`src/rtl/gate_truth_table_checker_settle_counter.sv`:
```
// Loadable down-counter that times how long each vector is held;
// zero_o flags the final settle cycle.
module settle_counter #(
    parameter int W = 2
) (
    input  logic         clk_i,
    input  logic         rst_i,
    input  logic         load_i,
    input  logic         dec_i,
    input  logic [W-1:0] load_val_i,
    output logic         zero_o
);

    logic [W-1:0] cnt_q;
    logic [W-1:0] cnt_d;

    // Next count: load wins over decrement, never decrement below zero.
    always_comb begin
        cnt_d = cnt_q;
        if (load_i) begin
            cnt_d = load_val_i;
        end else if (dec_i && (cnt_q != {W{1'b0}})) begin
            cnt_d = cnt_q - W'(1);
        end else begin
            cnt_d = cnt_q;
        end
    end

    // Count register.
    always_ff @(posedge clk_i) begin
        if (rst_i) begin
            cnt_q <= {W{1'b0}};
        end else begin
            cnt_q <= cnt_d;
        end
    end

    assign zero_o = (cnt_q == {W{1'b0}});

endmodule

```
`config.mk`:
```
export PLATFORM = sky130hd
export DESIGN_NAME = settle_counter
export DESIGN_NICKNAME = d
export VERILOG_FILES = /design/src/rtl/gate_truth_table_checker_settle_counter.sv
export SDC_FILE = /design/constraint.sdc
export NUM_CORES = 1
export LEC_CHECK = 0
export ABC_AREA = 1
export CAP_MARGIN = 0
export CORE_AREA = 2 2 39 41
export CTS_CLUSTER_SIZE = 14
export DETAILED_ROUTE_END_ITERATION = 8
export DIE_AREA = 0 0 41 43
export SLEW_MARGIN = 20
export SYNTH_ARGS = -nofsm -noshare
export SYNTH_HDL_FRONTEND = slang
export SYNTH_SLANG_ARGS = --single-unit
```
`constraint.sdc`:
```
create_clock -name clk_i -period 2.2 [get_ports clk_i]
set_input_delay 0.44 -clock clk_i [delete_from_list [all_inputs] [get_ports clk_i]]
set_output_delay 0.44 -clock clk_i [all_outputs]
set_load 0.1 [all_outputs]
```
==> metrics <==
clock period minus worst slack=1.50 ns; H-tree lvl count=1; HPWL after DPL=238 um; actual slew at the worst max-slew pin=0.278 ns; Hold Path End=cnt_q[0]; clock-pin slew on the worst setup and hold paths=0.03 ns; via count=165; FF-to-FF Start=cnt_q[0]; layout cell share with drive strength beyond 1=17.6%; Multi-input gate area=73.8 um^2; synthesized area=140 um^2; # hold bufs at CTS=0; gr ovfl total=0; Psw=0.0000595 W; top-count cell post-synth=nand2_1; M1 WL=101 um; fin crit share=68.3%; Post-CTS Resized=0; Worst Clk Skew=0.000146 ns; final hold vios=0; IO Count=7; Cells after Synth=25; number of flip-flops in the largest register=2; Combinational Power Share=32.0%; Detail Route Antenna Nets=0; Crit. End Element=output pin; routed wire length=288 um; Worst-Skew Late Latency=0.22 ns; hold path start=cnt_q[0]; first-pass GRT wire length=476 um; PwrDens=752 mW/mm^2; CP Launch Type=flop; highest clock rate=0.665 GHz; Sw Share=32.9%; Netlist cell types=9; CORE AREA=0.00138 mm^2; WP data required=1.76 ns; R2R cell count=8; post-DR wirelength/cell=5.76 um; largest net degree at the start of global routing=5; Arr. time, crit path=1.06 ns; Fill cells=168; Die X=41 um; Inserted Diodes=0; Clock power frac=44.3%; Peak VDD IR=0.0932 mV; iteration count of the initial detailed-routing pass=2; number of buffers added on ports=6; Final Wtd Congestion=0.636; Iter 0 DRT Violations=1; RSZ-0062 raised after global routing=false; Post-synth top flop=dfxtp_1; sequential power share=23.7%; Largest Register=cnt_q; layout overhead on the synthesized area=71.4%; main area contributors after synthesis=dfxtp_1 (29%), nand2_1 (24%), inv_1 (16%); Top Metal Used=met3; maxcap violations=0; Reg area=40.0 um^2; syn avg cell area=5.61 um^2; metal2 WL=175 um; Fin Setup TNS=0 ns; Hold Crit Depth=2; final worst slack=0.697 ns; DRC=0; Die ar.=0.00176 mm^2; post-CTS setup buffers=0; reg2reg end=cnt_q[1]; Leakage=0.131 nW; Regs by FF count=cnt_q: 2 flops; critical path fanouts, max=3; fin nets=43; critical path class=reg2out; Via density=3.30; outcome=finished clean; Internal=0.000121 W; pre-CTS setup slack=0.782 ns; post-synth top area cell=dfxtp_1; Post-synth EDFFs=0; TritonCTS clock tree=done; Rel. slew slack=81.6%; final setup violation count=0; top cells by count, synth=nand2_1 (9), inv_1 (6), nor2_1 (3), dfxtp_1 (2); number of global-route vias before repair=151; met3 wire length=11 um; gr usage total=4.40%; initial antenna violation count=0; clk root buf=clkbuf_4; synthesized flop and latch total=2; CTS max path bufs=2; Ys Warns=0; die height=43 um; fin. max-slew vios=0; Seq/Total Area, Yosys=28.6%; Starting Density=10.1%; Rows=14; synthesized net count=32; CTS buffer count=3; worst min path class=reg2reg; CTS sink cnt=2; R2R setup slack=1.11 ns; top cell type's share of synthesized area=28.6%; asr flop ratio synth=0%
cell type report:
type	count	share of cell area, %
multi-input combinational	16	30.7
timing repair buffer	6	24.0
sequential	2	16.7
inverter	7	10.9
clock buffer	3	9.38
tap	16	8.33
worst max path at each step:
stage / startpoint / slack, ns / endpoint / cells past startpoint
floorplan: cnt_q[0] / 0.54 / cnt_q[0] / 7
global placement: load_i / 0.80 / cnt_q[0] / 6
detailed placement: load_i / 0.78 / cnt_q[1] / 6
CTS: cnt_q[0] / 0.68 / zero_o / 3
global route: cnt_q[0] / 0.62 / zero_o / 3
finish: cnt_q[0] / 0.70 / zero_o / 3
critical path, stage by stage, from the launching register on:
cell,delay (ns)
dfxtp_1,0.35
inv_1,0.06
ha_1,0.20
buf_4,0.23
cell usage in the layout, fill, tap and decap left out:
master	netlist	layout
o21ai_0	1	1
inv_2	1	1
clkdlybuf4s50_1	0	5
ha_1	1	1
buf_4	0	1
inv_1	6	6
nand2_1	9	9
nand3_1	1	1
nor2_1	3	3
nor2_2	1	1
clkbuf_4	0	3
dfxtp_1	2	2
kinds of logic (layout without fill, tap and decap cells):
group / count (synthesis) / after routing / synth area share (%)
simple gates: 14 / 14 / 40.2
buf+inv: 7 / 16 / 18.7
flops: 2 / 2 / 28.6
fa+ha+maj: 1 / 1 / 8.93
compound gates: 1 / 1 / 3.57
metal layers:
layer / GRT usage, % / up-vias
li1: - / 90
met1: 2.23 / 73
met2: 7.81 / 2
met3: 3.14 / 0
met4: 4.00 / 0
met5: 0 / -
power groups by stage:
stage / sequential, W / combinational, W / clock (W)
after detailed placement: 0.0000435 / 0.0000585 / 0
final: 0.0000428 / 0.0000578 / 0.0000799
after CTS: 0.0000430 / 0.0000586 / 0.0000862
after floorplan: 0.0000424 / 0.0000432 / 0
after global placement: 0.0000431 / 0.0000581 / 0
after global routing: 0.0000433 / 0.0000639 / 0.0000913
through the flow:
step           instances  utilization, %  power [W]  area, um^2  hold slack, ns
2_1_floorplan         25               -  0.0000857         140           0.486
3_3_place_gp          47            15.7   0.000101         218           0.532
3_5_place_dp          47            15.7   0.000102         218           0.548
4_1_cts               50            17.4   0.000188         240           0.552
5_1_grt               50            17.4   0.000199         240           0.598
6_report              50            17.4   0.000181         240           0.542
Note: power is estimated with default switching activity, not from simulation.
